File: config.mk
export PLATFORM = sky130hd
export DESIGN_NAME = uart_tx_arbiter_flat
export DESIGN_NICKNAME = d
export VERILOG_FILES = /design/src/rtl/uart_tx_arbiter_if.sv /design/src/rtl/uart_tx_arbiter.sv /design/src/flat_wrapper.sv
export SDC_FILE = /design/constraint.sdc
export NUM_CORES = 1
export LEC_CHECK = 0
export ABC_AREA = 1
export CAP_MARGIN = 10
export CORE_ASPECT_RATIO = 0.75
export CORE_MARGIN = 2
export CORE_UTILIZATION = 50
export CTS_BUF_LIST = sky130_fd_sc_hd__clkbuf_16
export CTS_CLUSTER_SIZE = 25
export DETAILED_ROUTE_END_ITERATION = 16
export HOLD_SLACK_MARGIN = 0.05
export MAX_ROUTING_LAYER = met4
export PLACE_DENSITY = 0.78
export SETUP_SLACK_MARGIN = 0.2
export SLEW_MARGIN = 20
export SYNTH_ARGS = -nofsm -noshare
export SYNTH_HDL_FRONTEND = slang
export SYNTH_SLANG_ARGS = --single-unit
File: constraint.sdc
create_clock -name sclk -period 1.8 [get_ports sclk]
set_input_delay 0.36 -clock sclk [delete_from_list [all_inputs] [get_ports sclk]]
set_output_delay 0.36 -clock sclk [all_outputs]
set_load 0.005 [all_outputs]
File: src/rtl/uart_tx_arbiter_if.sv
// Byte-source and uart_tx handshake bundle for the UART transmit arbiter.
// master: the arbiter side; slave: the requesters plus the uart_tx instance.
interface uart_tx_arbiter_if #(
    parameter int N_REQ = 4
);
    logic [N_REQ-1:0]   req_valid;
    logic [8*N_REQ-1:0] req_data;
    logic [N_REQ-1:0]   req_last;
    logic [N_REQ-1:0]   req_ready;
    logic               tx_start;
    logic [7:0]         tx_data;
    logic               tx_busy;
    logic               grant_valid;
    logic [1:0]         grant_id;
    logic               tx_err;

    modport master (
        input  req_valid, req_data, req_last, tx_busy,
        output req_ready, tx_start, tx_data, grant_valid, grant_id, tx_err
    );

    modport slave (
        output req_valid, req_data, req_last, tx_busy,
        input  req_ready, tx_start, tx_data, grant_valid, grant_id, tx_err
    );
endinterface

File: src/rtl/uart_tx_arbiter.sv
// Round-robin, packet-granular arbiter sharing one uart_tx among N_REQ byte sources.
//
// state        | meaning
// -------------+-----------------------------------------------------------------
// ST_IDLE      | no owner; grant first valid requester at/after rr_ptr once tx idle
// ST_LOAD      | owner's byte present: pulse tx_start/req_ready, capture byte
// ST_WAIT_BUSY | waiting up to BUSY_TMO cycles for uart_tx to raise tx_busy
// ST_WAIT_DONE | frame shifting; on completion decide release or keep the grant
// ST_GAP       | grant held for up to IDLE_TMO cycles waiting for the owner's next byte
// ST_RELEASE   | one cycle with grant dropped; rr_ptr moves past the old owner
module uart_tx_arbiter #(
    parameter int N_REQ     = 4,
    parameter int MAX_BURST = 16,
    parameter int IDLE_TMO  = 1024,
    parameter int BUSY_TMO  = 4
) (
    input logic               sclk,
    input logic               reset,
    uart_tx_arbiter_if.master bus
);
    localparam int TMO_MAX = (IDLE_TMO > BUSY_TMO) ? IDLE_TMO : BUSY_TMO;
    localparam int TW      = $clog2(TMO_MAX + 1);
    localparam logic [TW-1:0] BUSY_LD = TW'(BUSY_TMO - 1);
    localparam logic [TW-1:0] IDLE_LD = TW'(IDLE_TMO - 1);
    localparam logic [7:0]    MAX_B   = 8'(MAX_BURST);

    typedef enum logic [2:0] {
        ST_IDLE,
        ST_LOAD,
        ST_WAIT_BUSY,
        ST_WAIT_DONE,
        ST_GAP,
        ST_RELEASE
    } state_t;

    state_t           state_q, state_d;
    logic [1:0]       rr_ptr_q, rr_ptr_d;
    logic [1:0]       grant_id_q, grant_id_d;
    logic             grant_valid_q, grant_valid_d;
    logic [7:0]       burst_cnt_q, burst_cnt_d;
    logic [TW-1:0]    timer_q, timer_d;
    logic             last_f_q, last_f_d;
    logic             tx_start_q, tx_start_d;
    logic [7:0]       tx_data_q, tx_data_d;
    logic [N_REQ-1:0] req_ready_q, req_ready_d;
    logic             tx_err_q, tx_err_d;

    logic [7:0] req_byte [N_REQ];
    logic       pick_found;
    logic [1:0] pick_id;
    logic [1:0] cand;

    for (genvar i = 0; i < N_REQ; i++) begin : g_byte
        assign req_byte[i] = bus.req_data[8*i+7:8*i];
    end

    // Round-robin search: first valid requester at or after rr_ptr, wrapping.
    always_comb begin
        pick_found = 1'b0;
        pick_id    = '0;
        cand       = '0;
        for (int k = 0; k < N_REQ; k++) begin
            cand = 2'((int'(rr_ptr_q) + k) % N_REQ);
            if (!pick_found && bus.req_valid[cand]) begin
                pick_found = 1'b1;
                pick_id    = cand;
            end
        end
    end

    // Next-state and registered-output decode; pulses default low every cycle.
    always_comb begin
        state_d       = state_q;
        rr_ptr_d      = rr_ptr_q;
        grant_id_d    = grant_id_q;
        grant_valid_d = grant_valid_q;
        burst_cnt_d   = burst_cnt_q;
        timer_d       = timer_q;
        last_f_d      = last_f_q;
        tx_start_d    = 1'b0;
        tx_data_d     = tx_data_q;
        req_ready_d   = '0;
        tx_err_d      = 1'b0;

        case (state_q)
            ST_IDLE: begin
                // A frame started by someone else (or left over from before a
                // reset) must finish before the transmitter is handed out.
                if (!bus.tx_busy && pick_found) begin
                    grant_id_d    = pick_id;
                    grant_valid_d = 1'b1;
                    burst_cnt_d   = '0;
                    state_d       = ST_LOAD;
                end
            end
            ST_LOAD: begin
                if (bus.req_valid[grant_id_q]) begin
                    tx_start_d              = 1'b1;
                    req_ready_d[grant_id_q] = 1'b1;
                    tx_data_d               = req_byte[grant_id_q];
                    last_f_d                = bus.req_last[grant_id_q];
                    if (burst_cnt_q != MAX_B) begin
                        burst_cnt_d = burst_cnt_q + 8'd1;
                    end
                    timer_d = BUSY_LD;
                    state_d = ST_WAIT_BUSY;
                end
            end
            ST_WAIT_BUSY: begin
                if (bus.tx_busy) begin
                    state_d = ST_WAIT_DONE;
                end else if (timer_q == '0) begin
                    tx_err_d      = 1'b1;
                    grant_valid_d = 1'b0;
                    state_d       = ST_RELEASE;
                end else begin
                    timer_d = timer_q - TW'(1);
                end
            end
            ST_WAIT_DONE: begin
                if (!bus.tx_busy) begin
                    if (last_f_q || (burst_cnt_q == MAX_B)) begin
                        grant_valid_d = 1'b0;
                        state_d       = ST_RELEASE;
                    end else begin
                        timer_d = IDLE_LD;
                        state_d = ST_GAP;
                    end
                end
            end
            ST_GAP: begin
                // Only the owner matters here; other requesters wait their turn.
                if (bus.req_valid[grant_id_q]) begin
                    state_d = ST_LOAD;
                end else if (timer_q == '0) begin
                    grant_valid_d = 1'b0;
                    state_d       = ST_RELEASE;
                end else begin
                    timer_d = timer_q - TW'(1);
                end
            end
            ST_RELEASE: begin
                rr_ptr_d = (grant_id_q == 2'(N_REQ - 1)) ? 2'd0 : grant_id_q + 2'd1;
                state_d  = ST_IDLE;
            end
            default: begin
                grant_valid_d = 1'b0;
                state_d       = ST_IDLE;
            end
        endcase
    end

    // State and output registers with synchronous active-low reset.
    always_ff @(posedge sclk) begin
        if (!reset) begin
            state_q       <= ST_IDLE;
            rr_ptr_q      <= '0;
            grant_id_q    <= '0;
            grant_valid_q <= 1'b0;
            burst_cnt_q   <= '0;
            timer_q       <= '0;
            last_f_q      <= 1'b0;
            tx_start_q    <= 1'b0;
            tx_data_q     <= '0;
            req_ready_q   <= '0;
            tx_err_q      <= 1'b0;
        end else begin
            state_q       <= state_d;
            rr_ptr_q      <= rr_ptr_d;
            grant_id_q    <= grant_id_d;
            grant_valid_q <= grant_valid_d;
            burst_cnt_q   <= burst_cnt_d;
            timer_q       <= timer_d;
            last_f_q      <= last_f_d;
            tx_start_q    <= tx_start_d;
            tx_data_q     <= tx_data_d;
            req_ready_q   <= req_ready_d;
            tx_err_q      <= tx_err_d;
        end
    end

    assign bus.req_ready   = req_ready_q;
    assign bus.tx_start    = tx_start_q;
    assign bus.tx_data     = tx_data_q;
    assign bus.grant_valid = grant_valid_q;
    assign bus.grant_id    = grant_id_q;
    assign bus.tx_err      = tx_err_q;
endmodule

File: src/flat_wrapper.sv
// flat-port wrapper written by rule: the top's interface ports become plain ports
module uart_tx_arbiter_flat 
#(
    parameter int N_REQ     = 4,
    parameter int MAX_BURST = 16,
    parameter int IDLE_TMO  = 1024,
    parameter int BUSY_TMO  = 4
)
  (sclk, reset, bus_req_valid, bus_req_data, bus_req_last, bus_tx_busy, bus_req_ready, bus_tx_start, bus_tx_data, bus_grant_valid, bus_grant_id, bus_tx_err);
  uart_tx_arbiter_if #(.N_REQ(N_REQ)) bus_i ();
  input logic sclk;
  input logic reset;
  input wire logic [$bits(bus_i.req_valid)-1:0] bus_req_valid;
  input wire logic [$bits(bus_i.req_data)-1:0] bus_req_data;
  input wire logic [$bits(bus_i.req_last)-1:0] bus_req_last;
  input wire logic [$bits(bus_i.tx_busy)-1:0] bus_tx_busy;
  output wire logic [$bits(bus_i.req_ready)-1:0] bus_req_ready;
  output wire logic [$bits(bus_i.tx_start)-1:0] bus_tx_start;
  output wire logic [$bits(bus_i.tx_data)-1:0] bus_tx_data;
  output wire logic [$bits(bus_i.grant_valid)-1:0] bus_grant_valid;
  output wire logic [$bits(bus_i.grant_id)-1:0] bus_grant_id;
  output wire logic [$bits(bus_i.tx_err)-1:0] bus_tx_err;
  assign bus_i.req_valid = bus_req_valid;
  assign bus_i.req_data = bus_req_data;
  assign bus_i.req_last = bus_req_last;
  assign bus_i.tx_busy = bus_tx_busy;
  assign bus_req_ready = bus_i.req_ready;
  assign bus_tx_start = bus_i.tx_start;
  assign bus_tx_data = bus_i.tx_data;
  assign bus_grant_valid = bus_i.grant_valid;
  assign bus_grant_id = bus_i.grant_id;
  assign bus_tx_err = bus_i.tx_err;
  uart_tx_arbiter #(.N_REQ(N_REQ), .MAX_BURST(MAX_BURST), .IDLE_TMO(IDLE_TMO), .BUSY_TMO(BUSY_TMO)) u_core (.sclk(sclk), .reset(reset), .bus(bus_i));
endmodule
==> metrics.md, run 1 <==
| Metric | Value |
|---|---|
| Area contributors post-synth | `dfxtp_1 (31%), nand2_1 (11%), nor2_1 (10%)` |
| Post-Route WL | `9650 um` |
| Fraction of layout cells with a size suffix above 1 | `32.2%` |
| Placed insts | `573` |
| YS warnings | `0` |
| Net count reported at finish | `584` |
| Worst Skew | `10.4 ps` |
| CTS sink count | `42` |
| Hold_buf cts | `0` |
| ANT nets after route | `0` |
| Routed vias | `3,429` |
| Core Box Area | `0.00530 mm^2` |
| Fmax achieved | `552 MHz` |
| Post-synth EDFFs | `0` |
| Post-route core utilization | `80.1%` |
| GRT Util Overall | `28.2%` |
| Mean Syn Cell Area | `6.41 um^2` |
| Cell Area, Placed | `0.00354 mm^2` |
| Initial antenna violation count | `0` |
| Die footprint | `0.00607 mm^2` |
| H-tree depth | `2` |
| DR iter-0 viols | `304` |
| Yosys top cell by area | `dfxtp_1` |
| Cts bufs inserted | `5` |
| Fin crit period | `1810 ps` |
| Post-route cell area | `0.00424 mm^2` |
| Yosys reg bits | `42` |
| Post-Synthesis Cells | `426` |
| Worst setup path startpoint | `u_core.bus.grant_id[0]$_SDFFE_PN0P_` |
| Mapped Nets | `476` |
| TritonCTS clock tree | `done` |
| Initial core utilization | `51.6%` |
| First-pass GRT wire length | `12,900 um` |
| Tightest Pin Transition | `371 ps` |
| Clk slew on worst S/H paths | `60 ps` |
| Yosys top cell area share | `30.8%` |
| Critical Path AT | `1980 ps` |
| # fillers | `341` |
| Floorplan die height | `68.0 um` |
| Hold_sp | `u_core.timer_q[5]$_SDFFE_PN0P_` |
| Vias per std cell | `5.63` |
| Top-count cell post-synth | `nand2_1` |
| RSZ-0062 raised after global routing | `true` |
| Netlist cell types | `32` |
| 1st-pass router iterations | `4` |
| Clock Tree Root | `clkbuf_16` |
| Cell row count | `23` |
| Register area share after synthesis | `30.8%` |
| WS Path Type | `reg2reg` |
| Final worst path period share | `101%` |
| Wire per inst | `15.8 um` |
| Asr flop ratio synth | `0%` |
| Maximum clock insertion buffer count | `2` |
| Dpl ws | `-341 ps` |
| P_leak | `0.00189 uW` |
| Port-buffer cells | `59` |
| Ys flop type | `dfxtp_1` |
| Startpoint Class | `register` |
| CP Data Required Time | `1960 ps` |
| Final HPWL DP | `5520 um` |
| Worst ir drop on vdd | `0.699 mV` |
| P&R area growth vs syn | `55.4%` |
| Clk_lat worst skew | `290 ps` |
| Final setup margin | `-12.7 ps` |
| DRC viols | `0` |
| Max-cap violations | `0` |
| PwrDens | `1480 mW/mm^2` |
| Rel. slew slack | `75.0%` |
| Critical path endpoint category | `register` |
| Largest net degree at the start of global routing | `28` |
| Slew Viols, Final | `0` |
| Die X | `89.3 um` |
| I/O Pins | `60` |
| Total gr overflow | `0` |
| Post-synth top cells | `nand2_1 (79), nor2_1 (76), inv_1 (45)` |
| Reg2reg start | `u_core.bus.grant_id[0]$_SDFFE_PN0P_` |
| HP Class | `reg2reg` |
| CP max FO | `8` |
| Gpl congestion | `0.894` |
| Violated checks | `negative setup slack` |
| Non-Filler Instances | `609` |
| Vias in the first global route | `2,823` |
| Outcome | `complete, but fails checks` |
| Final count of hold timing violations | `0` |
| Mapped Area | `0.00273 mm^2` |
| Final Setup Violations | `1` |
| Ant diodes | `0` |
==> cell type report <==
class	instances	area (um^2)	area share (%)
clock buffer	5	125	2.95
clock inverter	2	7.51	0.177
inverter	54	213	5.01
multi-input combinational	316	1890	44.5
sequential	42	871	20.5
tap	75	93.8	2.21
timing repair buffer	115	1050	24.7
==> metal layers <==
layer	track usage, %	up-vias	routed length, um
li1	-	1603	-
met1	37.9	1629	4230
met2	43.1	166	4520
met3	5.67	31	593
met4	8.40	0	299
met5	-	-	0
==> worst paths after layout <==
check	end	slack (ps)	cells past startpoint
setup / recovery	u_core.timer_q[2]$_SDFFE_PN0P_	-10	10
setup reg to reg	u_core.timer_q[2]$_SDFFE_PN0P_	-10	10
hold / removal	u_core.timer_q[5]$_SDFFE_PN0P_	480	2
hold reg to reg	u_core.timer_q[5]$_SDFFE_PN0P_	480	2
==> flip-flops by register name, indices dropped and copies added, names as in the netlist <==
register,cells
u_core.burst_cnt_q,8
u_core.timer_q,11
u_core.bus.tx_start,1
u_core.bus.tx_data,8
u_core.bus.grant_id,2
u_core.bus.req_ready,4
u_core.rr_ptr_q,2
u_core.state_q,3
u_core.last_f_q,1
u_core.bus.grant_valid,1
u_core.bus.tx_err,1
==> timing repair <==
item / 4_1_cts / 5_1_grt
buffers inserted: 13 / 14
hold endpoints to repair: 0 / 0
pin swaps: 14 / 31
endpoints found under the setup margin: 32 / 31
resized for setup: 54 / 65
cloned: 1 / 1
==> critical path: stages, from the launching register on <==
cell	delay, ps
dfxtp_4	380
inv_2	60
nand2_1	70
nand3_1	110
nand2_2	130
or2_2	170
nand3_4	110
nor2_4	270
nand2_4	120
a21oi_1	170
nor2_1	90
==> logic make-up (layout without fill, tap and decap cells) <==
logic type | after synthesis | count (layout) | share of synthesized area (%)
AO/OA/AOI/OAI | 89 | 89 | 18.7
XOR/XNOR | 3 | 3 | 0.963
adder cells (fa/ha/maj) | 7 | 7 | 3.21
buffers and inverters | 68 | 176 | 10.1
flip-flops | 42 | 42 | 30.8
AND/OR/NAND/NOR | 217 | 217 | 36.2
==> cells in the final DEF, fill, tap and decap left out, types with 7 or more instances in the layout <==
| master | n |
|---|---|
| nor2_1 | 66 |
| nand2_1 | 64 |
| clkdlybuf4s50_1 | 53 |
| buf_4 | 45 |
| inv_1 | 39 |
| o21ai_0 | 35 |
| dfxtp_1 | 28 |
| nand3_1 | 20 |
| nand2_2 | 14 |
| inv_2 | 13 |
| a21oi_1 | 13 |
| a21oi_2 | 12 |
| o21ai_2 | 11 |
| buf_6 | 10 |
| nand2_4 | 9 |
| nor2_4 | 9 |
| o22ai_1 | 9 |
| dfxtp_2 | 9 |
| nand4_1 | 8 |
| nor2_2 | 7 |
==> stage by stage <==
stage                     hold WS (ps)  power, uW  setup TNS, ps
after floorplan                    431       3240              0
after global placement             451       4100          -6160
after detailed placement           460       4180          -7860
after CTS                          470       5460              0
after global routing               509       6640          -39.2
final                              478       6260          -12.7
==> power breakdown <==
group	internal (uW)	switching (uW)	total, uW
registers	1190	214	1400
clock network	496	357	853
logic	1740	2270	4010
No activity file was read; power rests on OpenSTA's default activity.
==> run 2, diff against run 1 <==
- ABC_AREA: 1 -> unset
- CORE_MARGIN: 2 -> 5
- PLACE_DENSITY: 0.78 -> 0.79
==> run 2 against run 1 <==
Against the previous run: the flow still finishes with violations (negative setup slack); largest power group unchanged; synthesized area fell by 8.6%; register-to-register slack got worse by 450 ps; first-iteration DRC count fell by 8.2%; critical path depth fell by 4; sequential power fell by 27%; final cell count fell by 24%.
==> metrics.md, run 2 <==
| Metric | Value |
|---|---|
| First-pass GRT wire length | `12,700 um (was 12,900 um)` |
| Mapped Area | `0.00250 mm^2 (was 0.00273 mm^2)` |
| Die footprint | `0.00652 mm^2 (was 0.00607 mm^2)` |
| Worst Skew | `5.42 ps (was 10.4 ps)` |
| Worst setup path startpoint | `u_core.timer_q[9]$_SDFFE_PN0P_ (was u_core.bus.grant_id[0]$_SDFFE_PN0P_)` |
| Mean Syn Cell Area | `8.55 um^2 (was 6.41 um^2)` |
| Clk slew on worst S/H paths | `60 ps (about the same)` |
| PwrDens | `789 mW/mm^2 (was 1480 mW/mm^2)` |
| Largest net degree at the start of global routing | `18 (was 28)` |
| Final HPWL DP | `5550 um (was 5520 um)` |
| Die X | `91.6 um (was 89.3 um)` |
| Final Setup Violations | `16 (was 1)` |
| CTS sink count | `42 (unchanged)` |
| Critical path endpoint category | `register (unchanged)` |
| CP max FO | `3 (was 8)` |
| DR iter-0 viols | `279 (was 304)` |
| Top-count cell post-synth | `dfxtp_1 (was nand2_1)` |
| Slew Viols, Final | `0 (unchanged)` |
| CP bufs+invs | `1 (unchanged)` |
| Vias in the first global route | `2,569 (was 2,823)` |
| Wire per inst | `19.4 um (was 15.8 um)` |
| Final count of hold timing violations | `0 (unchanged)` |
| Initial antenna violation count | `0 (unchanged)` |
| Violated checks | `negative setup slack (unchanged)` |
| Mapped Nets | `342 (was 476)` |
| Cell Area, Placed | `0.00355 mm^2 (was 0.00354 mm^2)` |
| Yosys top cell by area | `dfxtp_1 (unchanged)` |
| Post-synth top cells | `dfxtp_1 (42), nand2_1 (40), o21ai_0 (23) (was nand2_1 (79), nor2_1 (76), inv_1 (45))` |
| Final setup margin | `-466 ps (was -12.7 ps)` |
| Vias per std cell | `6.17 (was 5.63)` |
| Most common cell after layout, fill and taps aside | `clkdlybuf4s50_1 (was nor2_1)` |
| R2R Path End | `u_core.bus.grant_valid$_SDFFE_PN0P_ (was u_core.timer_q[2]$_SDFFE_PN0P_)` |
| Ys flop type | `dfxtp_1 (unchanged)` |
| P_leak | `0.00158 uW (was 0.00189 uW)` |
| CP max stage delay | `550 ps (was 380 ps)` |
| Floorplan die height | `71.2 um (was 68.0 um)` |
| Rel. slew slack | `68.1% (was 75.0%)` |
| Fraction of layout cells with a size suffix above 1 | `33.5% (was 32.2%)` |
| Slowest-stage cell, CP | `or4_4 (was dfxtp_4)` |
| TritonCTS clock tree | `done (unchanged)` |
| Clk_lat worst skew | `290 ps (about the same)` |
| Cts bufs inserted | `5 (unchanged)` |
| Final worst path period share | `126% (was 101%)` |
| Post-Route WL | `8970 um (was 9650 um)` |
| HP Class | `reg2reg (unchanged)` |
| Reg2reg setup slack | `-470 ps (was -10 ps)` |
| Total gr overflow | `0 (unchanged)` |
| ANT nets after route | `0 (unchanged)` |
| Most frequent cells in the layout | `clkdlybuf4s50_1 (54), buf_4 (49), nand2_1 (39) (was nor2_1 (66), nand2_1 (64), clkdlybuf4s50_1 (53))` |
| Netlist cell types | `51 (was 32)` |
| CP Data Required Time | `2030 ps (was 1960 ps)` |
| Fmax achieved | `441 MHz (was 552 MHz)` |
| Initial core utilization | `51.2% (was 51.6%)` |
| Core Box Area | `0.00487 mm^2 (was 0.00530 mm^2)` |
| Post-synth EDFFs | `0 (unchanged)` |
| CP delay by family, top | `simple AND/OR/NAND/NOR gates (unchanged)` |
| Net count reported at finish | `452 (was 584)` |
| Worst ir drop on vdd | `0.550 mV (was 0.699 mV)` |
| RSZ-0062 raised after global routing | `true (unchanged)` |
| Startpoint Class | `register (unchanged)` |
| Worst r2r path cells | `6 (was 10)` |
| Cell row count | `22 (was 23)` |
| Register area | `855 um^2 (was 871 um^2)` |
| Clock Tree Root | `clkbuf_16 (unchanged)` |
| GRT Util Overall | `25.1% (was 28.2%)` |
| Crit-path cells | `or4_4, or4_4, buf_6, a221oi_4, o211a_1, o211a_1 (was inv_2, nand2_1, nand3_1, nand2_2, or2_2, nand3_4, nor2_4, nand2_4, a21oi_1, nor2_1)` |
| Most flops, register | `u_core.timer_q (unchanged)` |
| 1st-pass router iterations | `5 (was 4)` |
| P&R area growth vs syn | `62.0% (was 55.4%)` |
| YS warnings | `0 (unchanged)` |
| Max-cap violations | `0 (unchanged)` |
| Port-buffer cells | `59 (unchanged)` |
| Multi-input logic area | `0.00180 mm^2 (was 0.00189 mm^2)` |
| I/O Pins | `60 (unchanged)` |
| Gpl congestion | `0.862 (was 0.894)` |
| Post-Synthesis Cells | `292 (was 426)` |
| Maximum clock insertion buffer count | `2 (unchanged)` |
| WS Path Type | `reg2reg (unchanged)` |
| Setup crit end | `u_core.bus.grant_valid$_SDFFE_PN0P_ (was u_core.timer_q[2]$_SDFFE_PN0P_)` |
| Register area share after synthesis | `33.7% (was 30.8%)` |
| WP depth | `6 (was 10)` |
| DRC viols | `0 (unchanged)` |
| Area contributors post-synth | `dfxtp_1 (34%), mux4_2 (9.0%), nand2_1 (6.0%) (was dfxtp_1 (31%), nand2_1 (11%), nor2_1 (10%))` |
| Yosys top cell area share | `33.7% (was 30.8%)` |
| Fin crit period | `2270 ps (was 1810 ps)` |
| Tightest Pin Transition | `475 ps (was 371 ps)` |
| Routed vias | `2,858 (was 3,429)` |
| Yosys reg bits | `42 (unchanged)` |
| Post-layout power | `3190 uW (was 6260 uW)` |
| Max FFs per register | `11 (unchanged)` |
| Reg2reg start | `u_core.timer_q[9]$_SDFFE_PN0P_ (was u_core.bus.grant_id[0]$_SDFFE_PN0P_)` |
| Ant diodes | `0 (unchanged)` |
| Outcome | `complete, but fails checks (unchanged)` |
| # fillers | `257 (was 341)` |
| Asr flop ratio synth | `0% (unchanged)` |
| Post-route cell area | `0.00404 mm^2 (was 0.00424 mm^2)` |
| Critical Path AT | `2500 ps (was 1980 ps)` |
| H-tree depth | `2 (unchanged)` |
-- run 2: cell count changes after synthesis, moves of 10 or more --
| cell | before | now |
|---|---|---|
| nand2_1 | 79 | 40 |
| mux4_2 | 0 | 10 |
| a21boi_0 | 0 | 10 |
| nand3_1 | 21 | 6 |
| a21oi_2 | 10 | 0 |
| inv_1 | 45 | 10 |
| nor2_1 | 76 | 16 |
| o21ai_0 | 40 | 23 |
-- run 2: layer usage --
metal | track usage [%] | up-vias | routed length, um
met2 | 41.6 | 141 | 4430
li1 | - | 1292 | -
met4 | 7.02 | 0 | 287
met3 | 4.68 | 38 | 684
met1 | 31.4 | 1387 | 3570
met5 | - | - | 0
-- run 2: cells by family (layout without fill, tap and decap cells) --
| kind of cell | after synthesis | in the layout | synth area share (%) |
|---|---|---|---|
| AOI/OAI and AO/OA | 88 | 88 | 24.2 |
| and+or+nand+nor | 110 | 110 | 22.8 |
| adders and majority gates | 7 | 7 | 3.51 |
| buffers and inverters | 30 | 141 | 4.86 |
| DFF | 42 | 42 | 33.7 |
| xor gates and xnor gates | 1 | 1 | 0.351 |
| muxes | 14 | 14 | 10.6 |
-- run 2: cell type report --
cell class | instances | area share, %
multi-input combinational | 220 | 44.5
inverter | 10 | 0.929
timing repair buffer | 123 | 28.2
clock buffer | 5 | 3.10
tap | 60 | 1.86
sequential | 42 | 21.1
clock inverter | 3 | 0.310
-- run 2: per-stage QoR --
stage	instances	utilization, %	TNS [ps]	worst slack [ps]	hold WS, ps
2_1_floorplan	292	-	-2340	-200	412
3_3_place_gp	445	72.8	-12840	-586	419
3_5_place_dp	445	72.8	-14510	-656	434
4_1_cts	460	79.4	-4610	-404	442
5_1_grt	463	83.0	-6580	-491	474
6_report	463	83.0	-5910	-466	461
-- run 2: worst min path at each step --
| stage | start | end | slack [ps] | cells after the start |
|---|---|---|---|---|
| CTS | u_core.timer_q[10]$_SDFFE_PN0P_ | u_core.timer_q[10]$_SDFFE_PN0P_ | 440 | 2 |
| finish | u_core.bus.tx_data[6]$_SDFFE_PN0P_ | u_core.bus.tx_data[6]$_SDFFE_PN0P_ | 460 | 2 |
| detailed placement | u_core.timer_q[10]$_SDFFE_PN0P_ | u_core.timer_q[10]$_SDFFE_PN0P_ | 430 | 2 |
| global route | u_core.timer_q[10]$_SDFFE_PN0P_ | u_core.timer_q[10]$_SDFFE_PN0P_ | 470 | 2 |
| floorplan | u_core.timer_q[10]$_SDFFE_PN0P_ | u_core.timer_q[10]$_SDFFE_PN0P_ | 410 | 2 |
| global placement | u_core.timer_q[10]$_SDFFE_PN0P_ | u_core.timer_q[10]$_SDFFE_PN0P_ | 420 | 2 |
-- run 2: power by group --
group / total, uW / leakage (uW) / switching, uW / internal [uW]
combinational: 1300 / 0.00116 / 623 / 676
clock: 867 / 0.0000724 / 365 / 502
sequential: 1020 / 0.000345 / 39.4 / 985
-- run 2: worst reg2reg max path: stages, from the launching register on --
cell and delay [ps]:
dfxtp_2 320, or4_4 540, or4_4 550, buf_6 160, a221oi_4 320, o211a_1 200
o211a_1 120
-- run 2: repair_timing --
action | 4_1_cts | 5_1_grt
pin swaps | 15 | 16
gates resized for setup | 43 | 37
hold buffers | 0 | 0
setup buffers | 7 | 3
setup endpoints to repair | 41 | 38
==> run 3, diff against run 2 <==
- CAP_MARGIN: 10 -> unset
==> results of run 3 <==
No change in the layout: final DEF, timing and power equal those of run 2.
